[src/rtl/argmax_classifier_if.sv]
// rtl/argmax_classifier_if.sv - logit stream and result handshake bundle for argmax_classifier
// Signals (slave = classifier side, master = producer/consumer side):
//   blob_din_rdy   slave->master  classifier can take a logit beat
//   blob_din_en    master->slave  logit beat valid
//   blob_din_eop   master->slave  last beat of the image
//   blob_din       master->slave  {logit[2k+1], logit[2k]}, signed DW-bit lanes
//   result_valid   slave->master  result held stable while high
//   result_ready   master->slave  consumer takes the result
//   result_class   slave->master  index of the maximum logit
//   result_score   slave->master  value of the maximum logit
//   result_err     slave->master  beat count differed from the expected count
//   result_class2  slave->master  runner-up index, present only with ARGMAX_TOP2_EN
interface argmax_classifier_if #(
  parameter int DW    = 16,
  parameter int IDX_W = 4
);
  logic              blob_din_rdy;
  logic              blob_din_en;
  logic              blob_din_eop;
  logic [2*DW-1:0]   blob_din;
  logic              result_valid;
  logic              result_ready;
  logic [IDX_W-1:0]  result_class;
  logic [DW-1:0]     result_score;
  logic              result_err;
`ifdef ARGMAX_TOP2_EN
  logic [IDX_W-1:0]  result_class2;

  modport slave (
    input  blob_din_en, blob_din_eop, blob_din, result_ready,
    output blob_din_rdy, result_valid, result_class, result_score, result_err, result_class2
  );
  modport master (
    output blob_din_en, blob_din_eop, blob_din, result_ready,
    input  blob_din_rdy, result_valid, result_class, result_score, result_err, result_class2
  );
`else
  modport slave (
    input  blob_din_en, blob_din_eop, blob_din, result_ready,
    output blob_din_rdy, result_valid, result_class, result_score, result_err
  );
  modport master (
    output blob_din_en, blob_din_eop, blob_din, result_ready,
    input  blob_din_rdy, result_valid, result_class, result_score, result_err
  );
`endif
endinterface

[src/rtl/argmax_classifier.sv]
// rtl/argmax_classifier.sv - argmax over a two-logits-per-beat stream with held result
// Ports:
//   clk  rising-edge clock
//   rst  synchronous reset, active-high
//   bus  argmax_classifier_if.slave: logit stream in (blob_din_*), result out (result_*)
// Optional feature macro: ARGMAX_TOP2_EN (adds runner-up tracking and result_class2).
module argmax_classifier #(
  parameter int NUM_CLASS = 10,
  parameter int DW        = 16,
  parameter int IDX_W     = 4
) (
  input  logic              clk,
  input  logic              rst,
  argmax_classifier_if.slave bus
);
  localparam int NUM_BEATS = NUM_CLASS / 2;
  localparam int BCW       = $clog2(NUM_BEATS + 1);
  localparam logic signed [DW-1:0] MOST_NEG = {1'b1, {(DW-1){1'b0}}};

  typedef enum logic [1:0] {S_IDLE, S_COLLECT, S_DONE} state_t;

  state_t                state, state_nxt;
  logic                  rdy, valid, accept, take;

  logic [BCW-1:0]        beat_cnt;
  logic signed [DW-1:0]  max_val, max_val_nxt;
  logic [IDX_W-1:0]      max_idx, max_idx_nxt;
  logic                  err, err_nxt;

  logic signed [DW-1:0]  lane0, lane1, cand_val;
  logic [IDX_W-1:0]      cand_idx;
  logic                  in_range, first;

  logic [IDX_W-1:0]      res_class;
  logic [DW-1:0]         res_score;
  logic                  res_err;

  // ---------------- FSM ----------------
  always_ff @(posedge clk) begin
    if (rst) state <= S_IDLE;
    else     state <= state_nxt;
  end

  always_comb begin
    state_nxt = state;
    rdy       = 1'b1;
    valid     = 1'b0;
    case (state)
      S_IDLE:    if (accept) state_nxt = bus.blob_din_eop ? S_DONE : S_COLLECT;
      S_COLLECT: if (accept && bus.blob_din_eop) state_nxt = S_DONE;
      S_DONE: begin
        rdy   = 1'b0;
        valid = 1'b1;
        if (bus.result_ready) state_nxt = S_IDLE;
      end
      default:   state_nxt = S_IDLE;
    endcase
  end

  assign accept = bus.blob_din_en && rdy;
  assign take   = valid && bus.result_ready;

  // ---------------- per-beat datapath ----------------
  assign lane0    = bus.blob_din[DW-1:0];
  assign lane1    = bus.blob_din[2*DW-1:DW];
  assign in_range = beat_cnt < BCW'(NUM_BEATS);
  assign first    = beat_cnt == '0;

  // Lane0 wins a tie inside the beat, so the lower index is kept.
  always_comb begin
    if (lane1 > lane0) begin
      cand_val = lane1;
      cand_idx = IDX_W'({beat_cnt, 1'b1});
    end else begin
      cand_val = lane0;
      cand_idx = IDX_W'({beat_cnt, 1'b0});
    end
  end

  // The first beat seeds the max directly so an all-most-negative image
  // still reports index 0 rather than relying on the reset value.
  always_comb begin
    max_val_nxt = max_val;
    max_idx_nxt = max_idx;
    if (in_range && (first || cand_val > max_val)) begin
      max_val_nxt = cand_val;
      max_idx_nxt = cand_idx;
    end
  end

  // Overlong images (beats past the expected count) and early eop both flag.
  assign err_nxt = err || !in_range ||
                   (bus.blob_din_eop && beat_cnt != BCW'(NUM_BEATS - 1));

  always_ff @(posedge clk) begin
    if (rst || take) begin
      beat_cnt <= '0;
      max_val  <= MOST_NEG;
      max_idx  <= '0;
      err      <= 1'b0;
    end else if (accept) begin
      if (in_range) beat_cnt <= beat_cnt + BCW'(1);
      max_val <= max_val_nxt;
      max_idx <= max_idx_nxt;
      err     <= err_nxt;
    end
  end

  // Result registers load only on the eop beat and hold through DONE.
  always_ff @(posedge clk) begin
    if (rst) begin
      res_class <= '0;
      res_score <= '0;
      res_err   <= 1'b0;
    end else if (accept && bus.blob_din_eop) begin
      res_class <= max_idx_nxt;
      res_score <= max_val_nxt;
      res_err   <= err_nxt;
    end
  end

`ifdef ARGMAX_TOP2_EN
  logic signed [DW-1:0]  sec_val, sec_val_nxt, lose_val;
  logic [IDX_W-1:0]      sec_idx, sec_idx_nxt, lose_idx, res_class2;

  // Winner is inserted before loser; a loser never exceeds the winner, so
  // it can only ever compete for the second slot.
  always_comb begin
    if (lane1 > lane0) begin
      lose_val = lane0;
      lose_idx = IDX_W'({beat_cnt, 1'b0});
    end else begin
      lose_val = lane1;
      lose_idx = IDX_W'({beat_cnt, 1'b1});
    end
    sec_val_nxt = sec_val;
    sec_idx_nxt = sec_idx;
    if (in_range) begin
      if (first) begin
        sec_val_nxt = lose_val;
        sec_idx_nxt = lose_idx;
      end else if (cand_val > max_val) begin
        if (lose_val > max_val) begin
          sec_val_nxt = lose_val;
          sec_idx_nxt = lose_idx;
        end else begin
          sec_val_nxt = max_val;
          sec_idx_nxt = max_idx;
        end
      end else if (cand_val > sec_val) begin
        sec_val_nxt = cand_val;
        sec_idx_nxt = cand_idx;
      end else if (lose_val > sec_val) begin
        sec_val_nxt = lose_val;
        sec_idx_nxt = lose_idx;
      end
    end
  end

  always_ff @(posedge clk) begin
    if (rst || take) begin
      sec_val <= MOST_NEG;
      sec_idx <= '0;
    end else if (accept) begin
      sec_val <= sec_val_nxt;
      sec_idx <= sec_idx_nxt;
    end
  end

  always_ff @(posedge clk) begin
    if (rst)                              res_class2 <= '0;
    else if (accept && bus.blob_din_eop)  res_class2 <= sec_idx_nxt;
  end

  assign bus.result_class2 = res_class2;
`endif

  assign bus.blob_din_rdy = rdy;
  assign bus.result_valid = valid;
  assign bus.result_class = res_class;
  assign bus.result_score = res_score;
  assign bus.result_err   = res_err;
endmodule
[src/flat_wrapper.sv]
// flat-port wrapper written by rule: the top's interface ports become plain ports
module argmax_classifier_flat 
#(
  parameter int NUM_CLASS = 10,
  parameter int DW        = 16,
  parameter int IDX_W     = 4
)
  (clk, rst, bus_blob_din_en, bus_blob_din_eop, bus_blob_din, bus_result_ready, bus_blob_din_rdy, bus_result_valid, bus_result_class, bus_result_score, bus_result_err);
  argmax_classifier_if #(.DW(DW), .IDX_W(IDX_W)) bus_i ();
  input  logic clk;
  input  logic rst;
  input wire logic [$bits(bus_i.blob_din_en)-1:0] bus_blob_din_en;
  input wire logic [$bits(bus_i.blob_din_eop)-1:0] bus_blob_din_eop;
  input wire logic [$bits(bus_i.blob_din)-1:0] bus_blob_din;
  input wire logic [$bits(bus_i.result_ready)-1:0] bus_result_ready;
  output wire logic [$bits(bus_i.blob_din_rdy)-1:0] bus_blob_din_rdy;
  output wire logic [$bits(bus_i.result_valid)-1:0] bus_result_valid;
  output wire logic [$bits(bus_i.result_class)-1:0] bus_result_class;
  output wire logic [$bits(bus_i.result_score)-1:0] bus_result_score;
  output wire logic [$bits(bus_i.result_err)-1:0] bus_result_err;
  assign bus_i.blob_din_en = bus_blob_din_en;
  assign bus_i.blob_din_eop = bus_blob_din_eop;
  assign bus_i.blob_din = bus_blob_din;
  assign bus_i.result_ready = bus_result_ready;
  assign bus_blob_din_rdy = bus_i.blob_din_rdy;
  assign bus_result_valid = bus_i.result_valid;
  assign bus_result_class = bus_i.result_class;
  assign bus_result_score = bus_i.result_score;
  assign bus_result_err = bus_i.result_err;
  argmax_classifier #(.NUM_CLASS(NUM_CLASS), .DW(DW), .IDX_W(IDX_W)) u_core (.clk(clk), .rst(rst), .bus(bus_i));
endmodule
[config.mk]
export PLATFORM = sky130hd
export DESIGN_NAME = argmax_classifier_flat
export DESIGN_NICKNAME = d
export VERILOG_FILES = /design/src/rtl/argmax_classifier_if.sv /design/src/rtl/argmax_classifier.sv /design/src/flat_wrapper.sv
export SDC_FILE = /design/constraint.sdc
export NUM_CORES = 1
export LEC_CHECK = 0
export CORE_UTILIZATION = 40
export DETAILED_ROUTE_END_ITERATION = 16
export PLACE_DENSITY = 0.6
export SETUP_SLACK_MARGIN = 0.15
export SLEW_MARGIN = 20
export SYNTH_ARGS = -nofsm -noshare
export SYNTH_HDL_FRONTEND = slang
export SYNTH_SLANG_ARGS = --single-unit
[constraint.sdc]
create_clock -name clk -period 8.2 [get_ports clk]
set_input_delay 2.46 -clock clk [delete_from_list [all_inputs] [get_ports clk]]
set_output_delay 2.46 -clock clk [all_outputs]
set_load 0.02 [all_outputs]
# Word-level counts from Yosys, hierarchy flattened
# Cells that the tools add are included.
# totals
rom_bits,0
latchBits,0
ramBits,0
mem_count,0
reg_bits,47
output_inout_bits,23
# op_classes
addsub,1
n_mux,11
reduce_logical,14
magnitude_cmp,3
shift,0
n_mul,0
div_mod_pow,0
bitwise,0
n_eq_ne,6
# op_table
operator,count
$gt A16 B16 Y1,2
$mux W16,2
$mux W2,4
$pmux W2 S3,1
$logic_and A1 B1 Y1,5
$logic_or A1 B1 Y1,4
$mux W4,1
$ne A2 B1 Y1 const B,2
$add A3 B1 Y3 const B,1
$logic_not A3 Y1,1
$lt A3 B3 Y1 const B,1
$mux W1,3
$ne A3 B3 Y1 const B,1
$reduce_and A3 Y1,1
$eq A2 B1 Y1 const B,1
$eq A2 B2 Y1 const B,1
$logic_not A2 Y1,1
$ne A2 B2 Y1 const B,1
$reduce_and A2 Y1,1
$logic_not A1 Y1,1

# Depth between registers and ports, before layout
# Gate-level depths: netlist (run 1).
# depth
word_depth,6
depth_mapped,20
mapped_depth_nobuf,17

# Worst setup path after synthesis (run 1)
# Ideal clock, no wire load.
# synth_path
path_type,input-to-reg
start,input bus_blob_din[15]
end,register u_core.res_score[10] (netlist: u_core.bus.result_score[10])
n_path_buf,3
arrival_ps,6395
setup_slack_ps,1673
t_required_ps,8068
path_stages,20
cell_sequence,inv_1 -> ha_1 -> nand4_1 -> or3_1 -> a21o_1 -> and4bb_4 -> nor2_8 -> buf_6 -> mux2i_1 -> inv_1 -> ha_1 -> nand3_1 -> a2bb2oi_1 -> nand3_1 -> o41a_2 -> nor2_2 -> or3_1 -> clkbuf_1 -> buf_2 -> o211ai_1
# synth_via
elab_chain_len,6
# synth_rtl
element,line_no,text
"start, declared",flat_wrapper.sv:14,input wire logic [$bits(bus_i.blob_din)-1:0] bus_blob_din;
$gt A16 B16 Y1,argmax_classifier.sv:71,if (lane1 > lane0) begin
$mux W16 *,argmax_classifier.sv:71,
$gt A16 B16 Y1,argmax_classifier.sv:85,if (in_range && (first || cand_val > max_val)) begin
$logic_or A1 B1 Y1,argmax_classifier.sv:85,
$logic_and A1 B1 Y1,argmax_classifier.sv:85,
$mux W16 *,argmax_classifier.sv:85,
"end signal, assigned",argmax_classifier.sv:117,res_score <= max_val_nxt;
"end, declared",argmax_classifier.sv:35,logic [DW-1:0] res_score;
# Every way passes the cells marked *; elsewhere a longest branch is shown, timed or not.
# A chain may end at the register's enable or synchronous reset.

# Worst setup path after layout (run 1)
# layout_path
start,input bus_blob_din[15]
end,register u_core.max_val[10]
# layout_via
elab_chain_len,6
# layout_rtl
element,line_no,text
$gt A16 B16 Y1,argmax_classifier.sv:71,
$mux W16 *,argmax_classifier.sv:71,
$gt A16 B16 Y1,argmax_classifier.sv:85,
$logic_or A1 B1 Y1,argmax_classifier.sv:85,
$logic_and A1 B1 Y1,argmax_classifier.sv:85,
$mux W16 *,argmax_classifier.sv:85,
"end signal, assigned",argmax_classifier.sv:103,max_val <= max_val_nxt;
"end, declared",argmax_classifier.sv:26,"logic signed [DW-1:0] max_val, max_val_nxt;"
# Marks and branches as above.

==> results of run 1 <==
## state kept, by name, indices dropped and copies added, names as in the netlist
register,cells
u_core.max_val,16
u_core.max_idx,4
u_core.state,2
u_core.err,1
u_core.beat_cnt,3
u_core.bus.result_class,4
u_core.bus.result_score,16
u_core.bus.result_err,1
## area by class of cell
| cell class | count | area, um2 |
|---|---|---|
| multi-input cells | 245 | 1881 |
| fillers | 729 | 3520 |
| clock buffers | 8 | 100.1 |
| repair buffers | 62 | 613.1 |
| flip-flops and latches | 47 | 940.9 |
| inverters | 51 | 191.4 |
| well taps | 99 | 123.9 |
## worst max path at each step
stage                           from                     endpoint  slack (ns)  cells after the start
floorplan           bus_blob_din[15]  u_core.bus.result_score[10]        1.67                     20
global placement    bus_blob_din[15]   u_core.bus.result_score[7]        0.74                     18
detailed placement  bus_blob_din[15]           u_core.max_val[10]        0.57                     19
CTS                 bus_blob_din[15]           u_core.max_val[10]        0.89                     19
global route        bus_blob_din[15]            u_core.max_val[0]        0.39                     19
finish              bus_blob_din[15]           u_core.max_val[10]        0.89                     19
## cells in the mapped netlist, types with 2 or more instances
cell	count
dfxtp_1	47
nand3b_1	16
buf_2	3
or3_1	2
clkbuf_1	16
nor2b_1	3
inv_1	51
a21oi_1	22
a2bb2oi_1	2
ha_1	34
o21a_1	2
o211ai_1	20
a311oi_1	4
a211oi_2	9
a211oi_1	7
nand4b_1	16
nor2_1	26
nand4_1	5
nand2_1	18
a21o_1	4
mux2i_1	16
o21ai_0	13
nor3_1	5
nand3_1	4
## worst min-delay path: cells and delay by family, from the launching register on
family          cells  cell delay (ns)
compound gates      1             0.05
simple gates        1             0.05
flops               1             0.32
## cell families after synthesis
logic type / Yosys count / synth area share, %
buffers and inverters: 72 / 9.072
muxes: 16 / 5.161
AOI/OAI and AO/OA: 90 / 21.41
DFF: 47 / 30.32
and+or+nand+nor: 105 / 20.32
adders and majority gates: 34 / 13.71
## through the flow
step | std cells | instance area (um2) | total power [mW] | hold slack [ns]
finish | 512 | 3850 | 0.6195 | 0.4563
detailed placement | 504 | 3750 | 0.4731 | 0.4496
global placement | 504 | 3750 | 0.4705 | 0.4379
floorplan | 364 | 3103 | 0.4033 | 0.4242
global route | 512 | 3850 | 0.6600 | 0.4855
CTS | 512 | 3850 | 0.6271 | 0.4626
## report_power, final
group / switching (mW) / total [mW] / internal [mW]
Sequential: 0.0131 / 0.261 / 0.248
Combinational: 0.115 / 0.207 / 0.0921
Clock: 0.0749 / 0.152 / 0.0770
## metal layers
layer	GRT usage (%)	part of all wire [%]
met5	0	0
met2	31.55	45
met4	5.242	1.4
met3	2.792	3.4
met1	25.76	50
==> reports/qor.csv, run 1 <==
stage;metric;value;unit
status;status;completed;
route;wl_per_cell;14.59;um
sta;fin_crit;7.305;ns
yosys;synth-seq-cells;47;
pwr;vdd_ir_drop_max;0.07147;mV
global_routing;antenna_found_initial;0;
sta;timing.final.crit_share;89.09;%
sta;layout_setup_ws;0.8946;ns
cts;cts.clk_slew.worst_paths;0.08;ns
layout;drive_gt1_share;6.295;%
yosys;syn_inst;364;
yosys;synth_top_area_share;30.32;%
critical_path;reg2reg_to;u_core.max_val[10];
cts;ctsHoldBuffers;0;
sta;rsz0062_at_grt;false;
placed_design;io_buffers;59;
floorplan;chipWidth;90.08;um
yosys;syn_avg_cell_area;8.525;um2
yosys;synthTopCellsByArea;dfxtp_1 (30%), ha_1 (14%), inv_1 (6.2%);
sta;fin_skew;0.008345;ns
sta;fmax;136.9;MHz
layout;final_common_cell;clkdlybuf4s50_1;
yosys;synth_area_leader_cell;dfxtp_1;
hold_path;hold_start;u_core.bus.result_class[3];
yosys;synth_ff_type;dfxtp_1;
layout;area_delta_synth_final;24.07;%
global_routing;grt_start_max_net_pins;42;
critical_path;crit_buf_inv;4;
critical_path;cp_data_arrival_time;7.52;ns
placed_design;place_hpwl;5422;um
layout;final_core_util;52.24;%
sta;final_max_slew_viol_count;0;
floorplan;ios;60;
layout;nNetsFinal;483;
critical_path;path_delay_family;simple AND/OR/NAND/NOR gates;
critical_path;cp_cell_sequence;clkdlybuf4s50_1 > inv_1 > ha_1 > nand4_1 > or3_1 > a21o_1 > and4bb_4 > nor2_8 > mux2i_1 > inv_1 > ha_1 > nand3_1 > nor4_2 > a21boi_1 > o41a_2 > o21a_1 > buf_4 > nor2_1 > a211oi_2;
cts;htree_levels;2;
layout;final_cell_mix;clkdlybuf4s50_1 (59), inv_1 (51), dfxtp_1 (47), ha_1 (34), nor2_1 (26);
hold_path;whs_path_depth;2;
yosys;synth_nets;435;
critical_path;start_kind;primary input;
layout;diodes;0;
route;wl;7469;um
cts;cts_made_buffers;5;
global_routing;grt_util_all_layers;19.08;%
critical_path;rrSetupSlack;5.43;ns
critical_path;critical-path-slowest-cell;clkdlybuf4s50_1;
yosys;ys_warn_count;0;
route;antenna_left;0;
route;vias;2722;
sta;tightest_slew;1.088;ns
route;drt_first_pass_iters;4;
floorplan;die_area;0.008114;mm2
placed_design;globalplace.congestion;0.7723;
hold_path;hold_path_class;flop to flop;
yosys;netlist_area;0.003103;mm2
critical_path;rr_worst_depth;10;
hold_path;whs_endpoint;u_core.bus.result_class[3];
sta;final.setup.tns;0;ns
route;via_per_inst;5.316;
floorplan;rows;31;
yosys;async_flop_share;0;%
floorplan;die_height;90.08;um
critical_path;max_stage_delay;0.48;ns
route;drt_iter0_drc;92;
cts;clockRootBuffer;clkbuf_8;
cts;cts.sinks;47;
route;drc;0;
global_routing;grt_pass1_vias;2594;
critical_path;critPathKind;primary input to flop;
yosys;ys_seq_area_share;30.32;%
sta;slew_headroom;27.45;%
yosys;netlist-cell-type-count;43;
critical_path;r2r_start;u_core.max_val[15];
cts;clk_latency;0.30;ns
critical_path;path_max_fanout;25;
pwr;cellPowerDensity;160.9;mW/mm2
placed_design;dp_slack;0.5659;ns
cts;cts_resized;0;
cts;clock_path_buffers;2;
critical_path;cp-end-kind;flop;
pwr;leakagePower;1.550;nW
floorplan;start_util;42.11;%
sta;hold_violations;0;
cts;cts_tree;built;
yosys;synth-edff-count;0;
flow_run;maxCapViolCount;0;
sta;setup_viol;0;
global_routing;grt_pass1_wl;12630;um
global_routing;grt-ovfl-total;0;
floorplan;core;0.007370;mm2
cts;post_cts_buffers;0;
critical_path;cp.required;8.41;ns
Power figures use the tool's default switching activity.
==> run 2: changes to the inputs <==
--- a/config.mk
+++ b/config.mk
@@ -7,6 +7,7 @@
 export LEC_CHECK = 0
 export CORE_UTILIZATION = 40
 export DETAILED_ROUTE_END_ITERATION = 16
+export GPL_ROUTABILITY_DRIVEN = 0
 export PLACE_DENSITY = 0.6
 export SETUP_SLACK_MARGIN = 0.15
 export SLEW_MARGIN = 20
==> results of run 2 <==
No change in the layout: final DEF, timing and power equal those of run 1.
==> run 3: changes to the inputs <==
--- a/config.mk
+++ b/config.mk
@@ -5,10 +5,10 @@
 export SDC_FILE = /design/constraint.sdc
 export NUM_CORES = 1
 export LEC_CHECK = 0
-export CORE_UTILIZATION = 40
+export CORE_UTILIZATION = 52
 export DETAILED_ROUTE_END_ITERATION = 16
 export GPL_ROUTABILITY_DRIVEN = 0
-export PLACE_DENSITY = 0.6
+export PLACE_DENSITY = 0.76
 export SETUP_SLACK_MARGIN = 0.15
 export SLEW_MARGIN = 20
 export SYNTH_ARGS = -nofsm -noshare
==> run 3 against run 2 <==
  * Count of clock-buffer cells in the layout fell by 1
  * Die area fell by 23%
  * Design area fell by 0.78%
  * Register-to-register slack got worse by 0.20 ns
  * Routed wire length barely moved
  * Final cell count fell by 5.3%
  * Via count rose by 0.84%
  * Core utilization rose by 15 points
  * Sequential share of layout area rose by 0.19 points
  * Non-clock buffer count did not move
  * Combinational power barely moved
  * Largest power group unchanged
  * Highest routed layer unchanged
==> reports/qor.csv, run 3 (synthesis gave the netlist of run 1 again) <==
stage;metric;value;unit
status;status;completed;
sta;final_max_slew_viol_count;0;
pwr;vdd_ir_drop_max;0.07529;mV
floorplan;ios;60;
pwr;pwr-share-seq;41.6;%
route;drc;0;
layout;diodes;0;
pwr;p_switching;211.2;uW
sta;fmax;134.4;MHz
layout;drive_gt1_share;6.538;%
cts;ctsHoldBuffers;0;
placed_design;io_buffers;59;
sta;setup_viol;0;
floorplan;chipWidth;79.25;um
critical_path;path_max_fanout;18;
layout;final_cell_mix;clkdlybuf4s50_1 (59), inv_1 (51), dfxtp_1 (47), ha_1 (34), nor2_1 (26);
layout;nNetsFinal;483;
cts;cts_tree;built;
route;drt_iter0_drc;183;
pwr;comb_power_share;33.1;%
critical_path;rr_worst_depth;10;
pwr;swShare;33.64;%
critical_path;reg2reg_to;u_core.max_val[5];
cts;clk_latency;0.31;ns
critical_path;cp_data_arrival_time;7.65;ns
pwr;power_frac_clock;25.4;%
floorplan;die_height;79.25;um
route;wl_per_cell;15.40;um
pwr;leakagePower;1.549;nW
floorplan;start_util;55.00;%
critical_path;cp-end-kind;flop;
layout;final_common_cell;clkdlybuf4s50_1;
route;wl;7471;um
cts;htree_levels;2;
pwr;p_int;416.6;uW
global_routing;antenna_found_initial;0;
sta;fin_hold_ws;0.4592;ns
hold_path;hold_path_class;flop to flop;
cts;clockRootBuffer;clkbuf_8;
sta;slew_headroom;29.24;%
sta;timing.final.crit_share;90.73;%
layout;area_delta_synth_final;23.10;%
route;antenna_left;0;
global_routing;grt-ovfl-total;0;
layout;design_area;0.003820;mm2
sta;fin_skew;0.01038;ns
global_routing;grt_pass1_vias;2745;
critical_path;critPathKind;primary input to flop;
cts;clock_path_buffers;2;
global_routing;grt_util_all_layers;26.33;%
floorplan;die_area;0.006281;mm2
sta;fin_crit;7.440;ns
critical_path;start_kind;primary input;
global_routing;grt_start_max_net_pins;42;
placed_design;place_hpwl;5401;um
cts;post_cts_buffers;0;
sta;final.setup.tns;0;ns
placed_design;dp_slack;0.4701;ns
route;drt_first_pass_iters;4;
sta;layout_setup_ws;0.7602;ns
global_routing;grt_pass1_wl;13030;um
cts;cts_resized;0;
floorplan;core;0.005642;mm2
cts;cts_made_buffers;5;
floorplan;rows;27;
pwr;cellPowerDensity;164.4;mW/mm2
critical_path;cp.required;8.41;ns
pwr;power;627.9;uW
critical_path;cp-startpoint;bus_blob_din[14];
route;via_per_inst;5.660;
sta;hold_violations;0;
cts;cts.clk_slew.worst_paths;0.09;ns
placed_design;place_area;0.003716;mm2
critical_path;r2r_start;u_core.max_val[15];
critical_path;cp-endpoint;u_core.max_val[5];
cts;cts.sinks;47;
flow_run;maxCapViolCount;0;
critical_path;rrSetupSlack;5.23;ns
route;vias;2745;
sta;rsz0062_at_grt;false;
sta;tightest_slew;1.061;ns
[run 3: cell count changes in the layout (fill, tap and decap cells not counted), sizes merged]
cell,before,now
clkbuf,8,7
clkinvlp,0,1
[run 3: layout make-up]
type                            instances  area, um2
Multi-Input combinational cell        245       1881
Fill cell                             467       1822
Sequential cell                        47      940.9
Timing Repair Buffer                   62      613.1
Inverter                               51      191.4
Clock buffer                            7      96.34
Tap cell                               72      90.09
Clock inverter                          1      7.507
[run 3: layer usage]
layer  share of wire, %  up-vias  GRT usage (%)
met2                 48       63          45.26
met3                3.8        9          3.908
met1                 47     1276          34.39
met4                1.1        0          6.364
li1                   -     1397              -
met5                  0        -              0
[run 3: worst min-delay path by stage]
stage	end	from	depth (start not counted)	slack, ns
5_1_grt	u_core.state[0]	u_core.state[1]	1	0.49
3_3_place_gp	u_core.bus.result_class[3]	u_core.bus.result_class[3]	2	0.44
3_5_place_dp	u_core.bus.result_class[3]	u_core.bus.result_class[3]	2	0.45
2_1_floorplan	u_core.state[0]	u_core.state[1]	1	0.42
6_report	u_core.bus.result_class[3]	u_core.bus.result_class[3]	2	0.46
4_1_cts	u_core.bus.result_class[3]	u_core.bus.result_class[3]	2	0.47
[run 3: worst max-delay path, stage by stage]
cell	delay, ns
clkdlybuf4s50_1	0.48
inv_1	0.05
ha_1	0.32
nand4_1	0.16
or3_1	0.40
a21o_1	0.20
and4bb_4	0.24
nor2_8	0.35
mux2i_1	0.44
inv_1	0.09
ha_1	0.31
nand3_1	0.18
nor4_2	0.28
a21boi_1	0.22
o41a_2	0.25
o21a_1	0.58
buf_4	0.36
nor2_1	0.06
a211oi_1	0.21
[run 3: power groups by stage]
stage | combinational, mW | sequential, mW | clock (mW)
after global placement | 0.202 | 0.266 | 0
final | 0.208 | 0.261 | 0.159
after CTS | 0.207 | 0.261 | 0.160
after detailed placement | 0.206 | 0.266 | 0
after global routing | 0.231 | 0.264 | 0.171
after floorplan | 0.131 | 0.272 | 0
[run 3: metrics by stage]
stage	utilization (%)	cells
finish	67.71	485
global route	67.71	485
CTS	67.71	485
detailed placement	65.87	477
global placement	65.87	477
floorplan	-	364
